`config.mk`:
```
export PLATFORM = sky130hd
export DESIGN_NAME = fir_frame_collector_flat
export DESIGN_NICKNAME = d
export VERILOG_FILES = /design/src/rtl/fir_frame_collector_if.sv /design/src/rtl/fir_frame_collector.sv /design/src/flat_wrapper.sv
export SDC_FILE = /design/constraint.sdc
export NUM_CORES = 1
export LEC_CHECK = 0
export ABC_AREA = 1
export ABC_CLOCK_PERIOD_IN_PS = 25200
export CORE_MARGIN = 4
export CORE_UTILIZATION = 56
export DETAILED_ROUTE_END_ITERATION = 10
export HOLD_SLACK_MARGIN = 0.1
export PLACE_DENSITY = 0.9
export SYNTH_ARGS = -nofsm -noshare
export SYNTH_HDL_FRONTEND = slang
export SYNTH_SLANG_ARGS = --single-unit
```
`constraint.sdc`:
```
create_clock -name clk -period 25.2 [get_ports clk]
set_input_delay 5.04 -clock clk [delete_from_list [all_inputs] [get_ports clk]]
set_output_delay 5.04 -clock clk [all_outputs]
set_load 0.01 [all_outputs]
```
`src/rtl/fir_frame_collector_if.sv`:
```
// fir_frame_collector_if: FIR sample stream in, parallel frame handshake out
interface fir_frame_collector_if #(parameter int N_PTS = 16, parameter int DW = 16);
   logic                fir_valid;
   logic [DW-1:0]       fir_d;
   logic                frame_ack;
   logic                frame_valid;
   logic [N_PTS*DW-1:0] frame_data;
   logic                overflow;
   modport master (output fir_valid, fir_d, frame_ack, input frame_valid, frame_data, overflow);
   modport slave (input fir_valid, fir_d, frame_ack, output frame_valid, frame_data, overflow);
endinterface

```
`src/rtl/fir_frame_collector.sv`:
```
// fir_frame_collector: ping-pong collector of FIR samples into N_PTS-sample parallel frames
module fir_frame_collector #(parameter int N_PTS = 16, parameter int DW = 16) (
   input logic clk,
   input logic rst,
   fir_frame_collector_if.slave bus
);
   localparam int AW = $clog2(N_PTS);
   typedef enum logic {FILL, HOLD} state_t;
   state_t state, state_n;
   logic sel;
   logic [AW-1:0] wr_idx;
   logic [DW-1:0] mem [2][N_PTS];
   logic accept, last, swap, fv, ov;
   always_ff @(posedge clk or posedge rst) begin
      if (rst) begin
         state <= FILL;
         sel <= 1'b0;
         wr_idx <= '0;
         fv <= 1'b0;
         ov <= 1'b0;
         for (int b = 0; b < 2; b++)
            for (int k = 0; k < N_PTS; k++)
               mem[b][k] <= '0;
      end else begin
         state <= state_n;
         sel <= sel ^ swap;
         fv <= swap | (fv & ~bus.frame_ack);
         ov <= ov | (state == HOLD && bus.fir_valid);
         if (accept) begin
            mem[sel][wr_idx] <= bus.fir_d;
            wr_idx <= wr_idx + AW'(1);
         end
      end
   end
   always_comb begin
      state_n = state == FILL ? ((last && !swap) ? HOLD : FILL) : (bus.frame_ack ? FILL : HOLD);
   end
   // sel is the bank being filled; the other bank is presented
   always_comb begin
      accept = state == FILL && bus.fir_valid;
      last = accept && wr_idx == AW'(N_PTS - 1);
      swap = (last && (!fv || bus.frame_ack)) || (state == HOLD && bus.frame_ack);
      bus.frame_valid = fv;
      bus.overflow = ov;
      bus.frame_data = '0;
      for (int k = 0; k < N_PTS; k++)
         bus.frame_data[k*DW +: DW] = mem[~sel][k];
   end
endmodule

```
`src/flat_wrapper.sv`:
```
// flat-port wrapper written by rule: the top's interface ports become plain ports
module fir_frame_collector_flat 
#(parameter int N_PTS = 16, parameter int DW = 16)
  (clk, rst, bus_fir_valid, bus_fir_d, bus_frame_ack, bus_frame_valid, bus_frame_data, bus_overflow);
  fir_frame_collector_if #(.N_PTS(N_PTS), .DW(DW)) bus_i ();
  input logic clk;
  input logic rst;
  input wire logic [$bits(bus_i.fir_valid)-1:0] bus_fir_valid;
  input wire logic [$bits(bus_i.fir_d)-1:0] bus_fir_d;
  input wire logic [$bits(bus_i.frame_ack)-1:0] bus_frame_ack;
  output wire logic [$bits(bus_i.frame_valid)-1:0] bus_frame_valid;
  output wire logic [$bits(bus_i.frame_data)-1:0] bus_frame_data;
  output wire logic [$bits(bus_i.overflow)-1:0] bus_overflow;
  assign bus_i.fir_valid = bus_fir_valid;
  assign bus_i.fir_d = bus_fir_d;
  assign bus_i.frame_ack = bus_frame_ack;
  assign bus_frame_valid = bus_i.frame_valid;
  assign bus_frame_data = bus_i.frame_data;
  assign bus_overflow = bus_i.overflow;
  fir_frame_collector #(.N_PTS(N_PTS), .DW(DW)) u_core (.clk(clk), .rst(rst), .bus(bus_i));
endmodule
```
Word level (Yosys, flattened, before mapping)
Index checks and enable logic that the tools add are counted.

Register bits: 520. Input port bits: 20. Logic and storage cells: 77.

Add/subtract/negate cells: 1. Order comparisons: 5. Equal/unequal tests: 1. Mux-type cells: 11. Bitwise operators: 10. Reduce and logical (&&, ||, !) cells: 12.

Operators by type and width (number): 2-to-1 mux 256 bit (4); bitwise mux 512 bit (1); demux 256 bit (select 1 bit) (1); demux 16 bit (select 4 bit) (1); 2-to-1 mux 16 bit (1); logical AND 1 bit (8); greater-or-equal comparator 5 bit, second input constant (1); less-than comparator 5 x 1 -> 1 bit, second input constant (1); NOT 4 -> 5 bit (1); adder 4 x 1 -> 4 bit, second input constant (1); equality test 4 bit, second input constant (1); greater-or-equal comparator 2 bit, second input constant (2); NOT 1 -> 2 bit (2); 2-to-1 mux 1 bit (3); NOT 1 bit (3); zero test 1 bit (2); logical OR 1 bit (2); less-than comparator 2 x 1 -> 1 bit, second input constant (1); OR 1 bit (2); AND 1 bit (1); XOR 1 bit (1).

Longest topological paths before layout
Gate-level depths: netlist of run 1.

Depth after elaboration: 9. Depth in mapped cells: 8. Mapped depth without buffers: 7.

Worst setup path after synthesis of run 1
OpenSTA, ideal clock, no wires.

Kind: flip-flop to output port. Start: reg u_core.sel. End: out bus_frame_data[0]. Arrival: 1267 ps. Data required time: 20160 ps. Setup slack: 18893 ps. Cell stages (with the launch flop): 7. Path buffers: 3. Cell sequence: dfrtp_1 -> inv_2 -> clkbuf_1 -> buf_2 -> buf_2 -> nand2_1 -> nand2_1.

Cells in the longest elaborated chain, start to end: 5.

RTL lines: from (decl) (line fir_frame_collector.sv:10) `logic sel;`; from (signal assigned) (line fir_frame_collector.sv:26) `sel <= sel ^ swap;`; NOT 1 bit (line fir_frame_collector.sv:47) `bus.frame_data[k*DW +: DW] = mem[~sel][k];`; NOT 1 -> 2 bit (line fir_frame_collector.sv:47); 2-to-1 mux 256 bit (implied by the code) (3 in series) (line fir_frame_collector.sv:47); to (decl) (line flat_wrapper.sv:12) `output wire logic [$bits(bus_i.frame_data)-1:0] bus_frame_data;`.

No other way between the ends. The select of a mux whose other input is x is not followed.

Worst setup path in the final report of run 1
Start: reg u_core.sel. End: out bus_frame_data[124].

Cells in the longest elaborated chain, start to end: 5.

RTL lines (line): NOT 1 bit (fir_frame_collector.sv:47); NOT 1 -> 2 bit (fir_frame_collector.sv:47); 2-to-1 mux 256 bit (3 in series).

No other way between the ends. The select of a mux whose other input is x is not followed.

==> results of run 1 <==
stage by stage:
step           setup slack [ns]  hold WS, ns  instance area (um^2)  std cells  total power [mW]
2_1_floorplan              5.63        0.453                 21900       2629              2.12
3_3_place_gp              16.21        0.466                 24600       3235              2.79
3_5_place_dp              16.09        0.473                 24600       3235              2.86
4_1_cts                   16.04        0.488                 26300       3331              3.66
5_1_grt                   15.81        0.498                 26300       3332              3.88
6_report                  15.97        0.485                 26300       3332              3.66
final cells by class:
cell class / count / area [um^2] / share of cell area
tap: 518 / 648 / 0.0246
multi-input combinational: 1828 / 7730 / 0.294
clock inverter: 20 / 218 / 0.00827
timing repair buffer: 291 / 2880 / 0.109
antenna: 1 / 2.50 / 0.0000950
inverter: 78 / 305 / 0.0116
sequential: 520 / 13000 / 0.494
clock buffer: 76 / 1530 / 0.0582
layer usage:
layer / global-route usage / up-vias / share of wire
li1: - / 8557 / -
met1: 0.407 / 9150 / 0.40
met2: 0.458 / 974 / 0.47
met3: 0.0449 / 185 / 0.077
met4: 0.153 / 0 / 0.050
met5: 0 / - / 0
critical path: cells and delay by family (launching register included):
family | cells | cell delay, ns
buf+inv | 3 | 2.35
flops | 1 | 0.81
simple gates | 2 | 0.36
registers in the layout, indices dropped and copies added (netlist names):
signal / cells
u_core.bus.frame_valid: 1
u_core.wr_idx: 4
u_core.sel: 1
u_core.bus.overflow: 1
u_core.mem: 512
u_core.state: 1
power by group:
part | internal [mW] | switching (mW)
clock | 0.463 | 0.325
combinational | 0.654 | 0.801
sequential | 1.20 | 0.219
total | 2.32 | 1.35
cells in the final DEF, fill, tap and decap left out:
master / instances
buf_4: 14
nor2_2: 4
nor2_1: 18
o21ai_1: 2
diode_2: 1
o21bai_1: 1
clkinv_4: 1
inv_2: 6
clkbuf_1: 11
inv_6: 4
dfrtp_4: 1
a21oi_1: 1
inv_1: 70
clkinv_2: 11
clkinvlp_4: 1
ha_1: 4
nand2_1: 1214
clkdlybuf4s50_1: 277
inv_8: 1
o21ai_0: 560
clkbuf_8: 12
xor2_1: 3
dfrtp_1: 519
bufinv_16: 4
nand3_1: 5
clkbuf_16: 53
nand2_4: 10
nor2_4: 1
nand2_2: 5
kinds of logic (layout without fill, tap and decap cells):
| logic type | after synthesis | count (layout) | synth area share |
|---|---|---|---|
| compound gates | 564 | 564 | 0.129 |
| xor+xnor | 3 | 3 | 0.00120 |
| fa+ha+maj | 4 | 4 | 0.00229 |
| buf+inv | 281 | 465 | 0.0526 |
| flops | 520 | 520 | 0.594 |
| other cells | 0 | 1 | 0 |
| simple gates | 1257 | 1257 | 0.221 |
worst min path at each step:
stage	startpoint	to	slack [ns]	cells after the start
final	u_core.mem[166]	u_core.mem[166]	0.49	2
after global routing	u_core.mem[220]	u_core.mem[220]	0.50	2
after CTS	u_core.mem[220]	u_core.mem[220]	0.49	2
after floorplan	u_core.mem[400]	u_core.mem[400]	0.45	2
after detailed placement	u_core.mem[216]	u_core.mem[216]	0.47	2
after global placement	u_core.mem[502]	u_core.mem[502]	0.47	2
==> flow_summary.yaml, run 1 <==
grt:
  track_usage: 0.295
  grt_pass1_wl_um: 98400
  grt_pass1_vias: 18143
  grt_overflow: 0
  grt_max_degree: 150
  grt_antenna_before_repair: 1
cells_and_area:
  drive_above_1_share: 0.0455
  filler_cell_count: 2782
  nets: 2795
  area_growth_pct: 20.3
  utilization: 0.681
cts:
  clock_latency_ns: 0.60
  clock-sinks: 520
  clock_path_buffers: 3
  cts_resized: 0
  cts_setup_buffers: 0
  path_clk_slew_ns: 0.06
  cts_tree: "built"
  cts_made_buffers: 52
  htreeDepth: 2
  cts_hold_buf: 0
  root_buffer: "clkbuf_16"
routing:
  drt-initial-drc-count: 2270
  ant_nets: 0
  viasPerCell: 5.66
  routed_wl_um: 63100
  drc: 0
  vias: 18866
  wire_per_inst_um: 18.9
  dr.pass1.iters: 8
placed_design:
  place.gp.congestion: 0.860
  port_buffers: 277
  place_hpwl_um: 37300
timing:
  max_freq_mhz: 108
  fin_crit_sh: 0.366
  min_period_ns: 9.23
  tightest_slew_ns: 1.35
  fin_tns_setup_ns: 0
  rsz0062_at_grt: "no"
  slew_violations: 0
  clock-skew-final_ns: 0.0157
  setup_viol: 0
  finalHoldViolations: 0
  slew_headroom: 0.0958
floorplanning:
  initial_core_util: 0.567
  io_pins: 278
  core_area_mm2: 0.0386
  dieArea_mm2: 0.0423
  num_rows: 72
  die_h_um: 206
  die_x_um: 206
synth:
  syn_inst: 2629
  yosysTopAreaCellShare: 0.594
  yosysSeqAreaShare: 0.594
  synth_fp_nets: 2653
  avgSynthCellArea_um2: 8.33
  synth.most_common_cell: "nand2_1"
  yosys_warnings: 0
  ys_seq_elements: 520
  synth_area_mm2: 0.0219
  yosys.cell_types.count: 21
  synthTopCellsByCount: "nand2_1, o21ai_0, dfrtp_1, clkbuf_1, inv_1"
  ys.flop_type: "dfrtp_1"
  synth_edf_count: 0
  yosys-top-cells-area: "dfrtp_1, nand2_1, o21ai_0"
  async_reset_ff_frac: 1.00
  synth_largest_area_cell: "dfrtp_1"
power:
  power_density_mw_per_mm2: 139
  ir_worst_vdd_v: 0.0000874
  power_leakage_nw: 12.9
critical_path:
  crit_path_frequent_cell: "nand2_1"
  r2r-start: "u_core.sel"
  cp-start-kind: "flip-flop"
  reg2reg_setup_slack_ns: 21.15
  critPathLaunch: "u_core.sel"
  reg2reg_to: "u_core.mem[186]"
  critPathArrivalTime_ns: 4.19
  worstPathMaxFanout: 123
  crit_required_ns: 20.16
  setup.worst_path.end: "bus_frame_data[124]"
  slowest_stage: "buf_4"
  worstSetupPathType: "flip-flop to output pin"
  cp_cell_sequence: "inv_6 -> buf_4 -> nand2_1 -> nand2_1 -> clkdlybuf4s50_1"
  reg2regPathDepth: 4
  critPathMaxStageDelay_ns: 0.92
  cp-end-kind: "output pin"
hold_path:
  hp-class: "flip-flop to flip-flop"
flow_run:
  drv_cap: 0
run_status:
  status: "finished, final reports clean"
Note: power is estimated with default switching activity, not from simulation.
==> run 2: changes to the inputs <==
--- a/config.mk
+++ b/config.mk
@@ -6,12 +6,12 @@
 export NUM_CORES = 1
 export LEC_CHECK = 0
 export ABC_AREA = 1
-export ABC_CLOCK_PERIOD_IN_PS = 25200
+export ABC_CLOCK_PERIOD_IN_PS = 8400
 export CORE_MARGIN = 4
-export CORE_UTILIZATION = 56
+export CORE_UTILIZATION = 50
 export DETAILED_ROUTE_END_ITERATION = 10
 export HOLD_SLACK_MARGIN = 0.1
-export PLACE_DENSITY = 0.9
+export PLACE_DENSITY = 0.85
 export SYNTH_ARGS = -nofsm -noshare
 export SYNTH_HDL_FRONTEND = slang
 export SYNTH_SLANG_ARGS = --single-unit
==> constraint.sdc (replaced) <==
create_clock -name clk -period 8.4 [get_ports clk]
set_input_delay 1.68 -clock clk [delete_from_list [all_inputs] [get_ports clk]]
set_output_delay 1.68 -clock clk [all_outputs]
set_load 0.01 [all_outputs]
==> run 2 against run 1 <==
  * Clock skew up 0.011 ns
  * Utilization shrank 6.9 points
  * Critical path depth unchanged
  * First-iteration DRC count down 8.2%
  * Cell count up 2.0%
  * Design area up 0.34%
  * Combinational power rose to 3.0 times the previous value
  * Critical endpoint unchanged
==> flow_summary.yaml, run 2 (synthesis gave the netlist of run 1 again) <==
run_status:
  status: "finished, final reports clean"
cells_and_area:
  filler_cell_count: 3522
  top_register: "u_core.mem"
  n_antenna_cell: 0
  final_common_cell: "nand2_1"
  area_growth_pct: 20.7
  largest_reg_flops: 512
  drive_above_1_share: 0.0441
  ff_latch_area_mm2: 0.0130
  nets: 2798
  top_regs: "u_core.mem: 512 flops, u_core.wr_idx: 4 flops"
  final_cell_area_mm2: 0.0264
  utilization: 0.612
  multiInputGateArea_mm2: 0.00773
  final_cell_mix: "nand2_1, o21ai_0, dfrtp_1, clkdlybuf4s50_1, inv_1"
routing:
  drt-initial-drc-count: 2083
  viasPerCell: 5.51
  routed_wl_um: 64800
  dr.pass1.iters: 8
  vias: 18701
  ant_nets: 0
  drc: 0
  wire_per_inst_um: 19.1
floorplanning:
  io_pins: 278
  initial_core_util: 0.507
  die_x_um: 217
  dieArea_mm2: 0.0472
  die_h_um: 217
  num_rows: 76
  core_area_mm2: 0.0432
critical_path:
  worstPathMaxFanout: 146
  critPathArrivalTime_ns: 4.12
  critPathMaxStageDelay_ns: 1.01
  cp_cell_sequence: "inv_6 -> buf_4 -> nand2_1 -> nand2_1 -> clkdlybuf4s50_1"
  worstSetupPathType: "flip-flop to output pin"
  crit_required_ns: 6.72
  cp-end-kind: "output pin"
  cp-start-kind: "flip-flop"
  crit_path_frequent_cell: "nand2_1"
  reg2regPathDepth: 4
  slowest_stage: "inv_6"
placed_design:
  post-place-ws_ns: 3.38
  place.gp.congestion: 0.875
  place_hpwl_um: 39400
  dpl_cell_area_mm2: 0.0247
  port_buffers: 277
grt:
  grt_overflow: 0
  grt_antenna_before_repair: 0
  grt_max_degree: 196
  track_usage: 0.271
  grt_pass1_wl_um: 101000
  grt_pass1_vias: 18000
hold_path:
  hp-class: "flip-flop to flip-flop"
  holdPathStages: 2
timing:
  tightest_slew_ns: 1.30
  fin_crit_sh: 0.690
  slew_violations: 0
  slew_headroom: 0.133
  setup_viol: 0
  clock-skew-final_ns: 0.0272
  min_period_ns: 5.80
  fin_tns_setup_ns: 0
  rsz0062_at_grt: "no"
  max_freq_mhz: 172
  fin_ws_ns: 2.60
  finalHoldViolations: 0
cts:
  cts_made_buffers: 53
  clock_latency_ns: 0.60
  clock_path_buffers: 3
  root_buffer: "clkbuf_16"
  cts_tree: "built"
  cts_resized: 0
  cts_setup_buffers: 0
  htreeDepth: 2
  clock-sinks: 520
  path_clk_slew_ns: 0.06
  cts_hold_buf: 0
power:
  power_density_mw_per_mm2: 414
  ir_worst_vdd_v: 0.000282
  power_leakage_nw: 12.9
flow_run:
  drv_cap: 0
==> run 2: final timing paths <==
kind                                 startpoint             endpoint  slack, ns
max in group asynchronous                   rst      u_core.mem[183]       4.90
worst max-delay path                 u_core.sel  bus_frame_data[124]       2.60
worst max register to register       u_core.sel      u_core.mem[104]       4.04
min in group asynchronous                   rst      u_core.mem[287]       1.53
worst min register to register  u_core.mem[196]      u_core.mem[196]       0.48
worst min-delay path            u_core.mem[196]      u_core.mem[196]       0.48
==> run 2: layout make-up <==
class                   count  area share
repair buffers            293       0.111
flip-flops and latches    520       0.493
clock inverters            12     0.00483
inverters                  78      0.0114
multi-input cells        1828       0.293
clock buffers              81      0.0599
well taps                 585      0.0277
==> run 2: worst max-delay path: cells and delay by family, from the launching register on <==
family / cells / cell delay (ns)
simple gates: 2 / 0.23
flops: 1 / 0.86
buf+inv: 3 / 2.21
==> run 2: per-stage QoR <==
stage               total power, mW  hold WS [ns]  std cells
floorplan                      6.36         0.453       2629
global placement               8.41         0.465       3304
detailed placement             8.59         0.473       3304
CTS                            11.0         0.487       3397
global route                   11.6         0.495       3397
finish                         10.9         0.483       3397
==> run 2: power by group <==
part | leakage [nW] | switching (mW) | internal (mW) | total [mW]
Clock | 0.843 | 0.972 | 1.35 | 2.33
Combinational | 5.35 | 2.35 | 1.97 | 4.31
Sequential | 6.66 | 0.698 | 3.60 | 4.30
Total | 12.9 | 4.02 | 6.92 | 10.9
==> run 2: metal layers <==
metal / part of all wire / GRT usage / wire length, um / up-vias
li1: - / - / - / 8553
met1: 0.41 / 0.372 / 26400 / 9089
met5: 0 / 0 / 0 / -
met3: 0.082 / 0.0468 / 5340 / 149
met4: 0.038 / 0.105 / 2470 / 0
met2: 0.47 / 0.436 / 30600 / 910
==> run 3: changes to the inputs <==
--- a/config.mk
+++ b/config.mk
@@ -6,12 +6,12 @@
 export NUM_CORES = 1
 export LEC_CHECK = 0
 export ABC_AREA = 1
-export ABC_CLOCK_PERIOD_IN_PS = 8400
+export ABC_CLOCK_PERIOD_IN_PS = 6000
 export CORE_MARGIN = 4
-export CORE_UTILIZATION = 50
+export CORE_UTILIZATION = 56
 export DETAILED_ROUTE_END_ITERATION = 10
 export HOLD_SLACK_MARGIN = 0.1
-export PLACE_DENSITY = 0.85
+export PLACE_DENSITY = 0.9
 export SYNTH_ARGS = -nofsm -noshare
 export SYNTH_HDL_FRONTEND = slang
 export SYNTH_SLANG_ARGS = --single-unit
==> constraint.sdc (replaced) <==
create_clock -name clk -period 6 [get_ports clk]
set_input_delay 1.2 -clock clk [delete_from_list [all_inputs] [get_ports clk]]
set_output_delay 1.2 -clock clk [all_outputs]
set_load 0.01 [all_outputs]
==> run 3 against run 2 <==
  * Cell count is 1.8% lower
  * Clock skew is 0.0083 ns lower
  * Wire length is 0.15% lower
==> flow_summary.yaml, run 3 (synthesis gave the netlist of run 1 again) <==
timing:
  rsz0062_at_grt: "no"
  clock-skew-final_ns: 0.0189
  setup_viol: 0
  fin_hold_ws_ns: 0.484
  fin_tns_setup_ns: 0
  finalHoldViolations: 0
  slew_violations: 0
  tightest_slew_ns: 1.25
  min_period_ns: 4.56
  fin_crit_sh: 0.760
  slew_headroom: 0.166
  max_freq_mhz: 219
  fin_ws_ns: 1.44
cts:
  clock_path_buffers: 3
  cts_resized: 0
  cts_setup_buffers: 0
  cts_hold_buf: 0
  cts_tree: "built"
  cts_made_buffers: 52
  path_clk_slew_ns: 0.06
  clock-sinks: 520
  htreeDepth: 2
  root_buffer: "clkbuf_16"
  clock_latency_ns: 0.60
cells_and_area:
  top_regs: "u_core.mem: 512 flops, u_core.wr_idx: 4 flops"
  final_common_cell: "nand2_1"
  nets: 2801
  top_register: "u_core.mem"
  final_cell_mix: "nand2_1, o21ai_0, dfrtp_1, clkdlybuf4s50_1, inv_1"
  filler_cell_count: 2769
  largest_reg_flops: 512
  drive_above_1_share: 0.0479
  area_growth_pct: 21.1
  instances_no_fill: 3337
floorplanning:
  num_rows: 72
  dieArea_mm2: 0.0423
  initial_core_util: 0.567
  core_area_mm2: 0.0386
  die_h_um: 206
  io_pins: 278
  die_x_um: 206
routing:
  drc: 0
  drt-initial-drc-count: 2079
  viasPerCell: 5.71
  vias: 19060
  ant_nets: 0
  dr.pass1.iters: 7
  routed_wl_um: 64700
  wire_per_inst_um: 19.4
placed_design:
  port_buffers: 277
  post-place-ws_ns: 1.93
  placedCellCount: 3241
  place.gp.congestion: 0.874
  place_hpwl_um: 38900
critical_path:
  worstSetupPathType: "flip-flop to output pin"
  crit_path_frequent_cell: "nand2_1"
  critPathArrivalTime_ns: 3.36
  cp-start-kind: "flip-flop"
  cp_cell_sequence: "inv_6 -> buf_4 -> nand2_1 -> nand2_1 -> clkdlybuf4s50_1"
  crit_required_ns: 4.80
  slowest_stage: "inv_6"
  cp-end-kind: "output pin"
  critPathMaxStageDelay_ns: 0.73
  worstPathMaxFanout: 130
grt:
  grt_max_degree: 170
  grt_overflow: 0
  grt_antenna_before_repair: 1
  grt_pass1_vias: 18263
  track_usage: 0.304
  grt_pass1_wl_um: 100000
flow_run:
  drv_cap: 0
power:
  ir_worst_vdd_v: 0.000367
  power_density_mw_per_mm2: 589
  power_leakage_nw: 12.9
run_status:
  status: "finished, final reports clean"
hold_path:
  hp-class: "flip-flop to flip-flop"
==> run 3: final cells by class <==
class,count,area [um^2],area share
sequential,520,13000,0.491
multi-input combinational,1828,7730,0.291
timing repair buffer,297,2950,0.111
clock buffer,75,1540,0.0580
tap,518,648,0.0244
clock inverter,20,338,0.0127
inverter,78,302,0.0114
antenna,1,2.50,0.0000943
==> run 3: worst paths after layout <==
kind                                      start                  to  slack [ns]  cells past startpoint
worst max register to register       u_core.sel      u_core.mem[95]        2.62                      5
worst max-delay path                 u_core.sel  bus_frame_data[66]        1.44                      5
worst min register to register  u_core.mem[270]     u_core.mem[270]        0.48                      2
max in group asynchronous                   rst     u_core.mem[408]        3.72                      3
worst min-delay path            u_core.mem[270]     u_core.mem[270]        0.48                      2
min in group asynchronous                   rst     u_core.mem[295]        0.99                      2
==> run 3: metrics by stage <==
step,util,instance area [um^2],total power [mW]
6_report,0.686,26500,15.6
4_1_cts,0.686,26500,15.6
2_1_floorplan,-,21900,8.90
5_1_grt,0.686,26500,16.6
3_5_place_dp,0.638,24600,12.0
3_3_place_gp,0.638,24600,11.7
==> run 3: per-layer routing <==
metal,global-route usage,wire [um]
met1,0.404,25100
met5,0,0
met2,0.494,31200
met3,0.0613,5600
met4,0.122,2840
==> run 3: worst max-delay path: cells and delay by family (launching register included) <==
family	cells	cell delay, ns
DFF	1	0.60
and+or+nand+nor	2	0.21
buffers and inverters	3	1.82
==> run 3: power breakdown <==
| part | internal (mW) | switching (mW) | total (mW) |
|---|---|---|---|
| clock network | 2.17 | 1.36 | 3.52 |
| logic | 2.76 | 3.40 | 6.16 |
| registers | 5.04 | 0.909 | 5.95 |
| total | 9.96 | 5.67 | 15.6 |
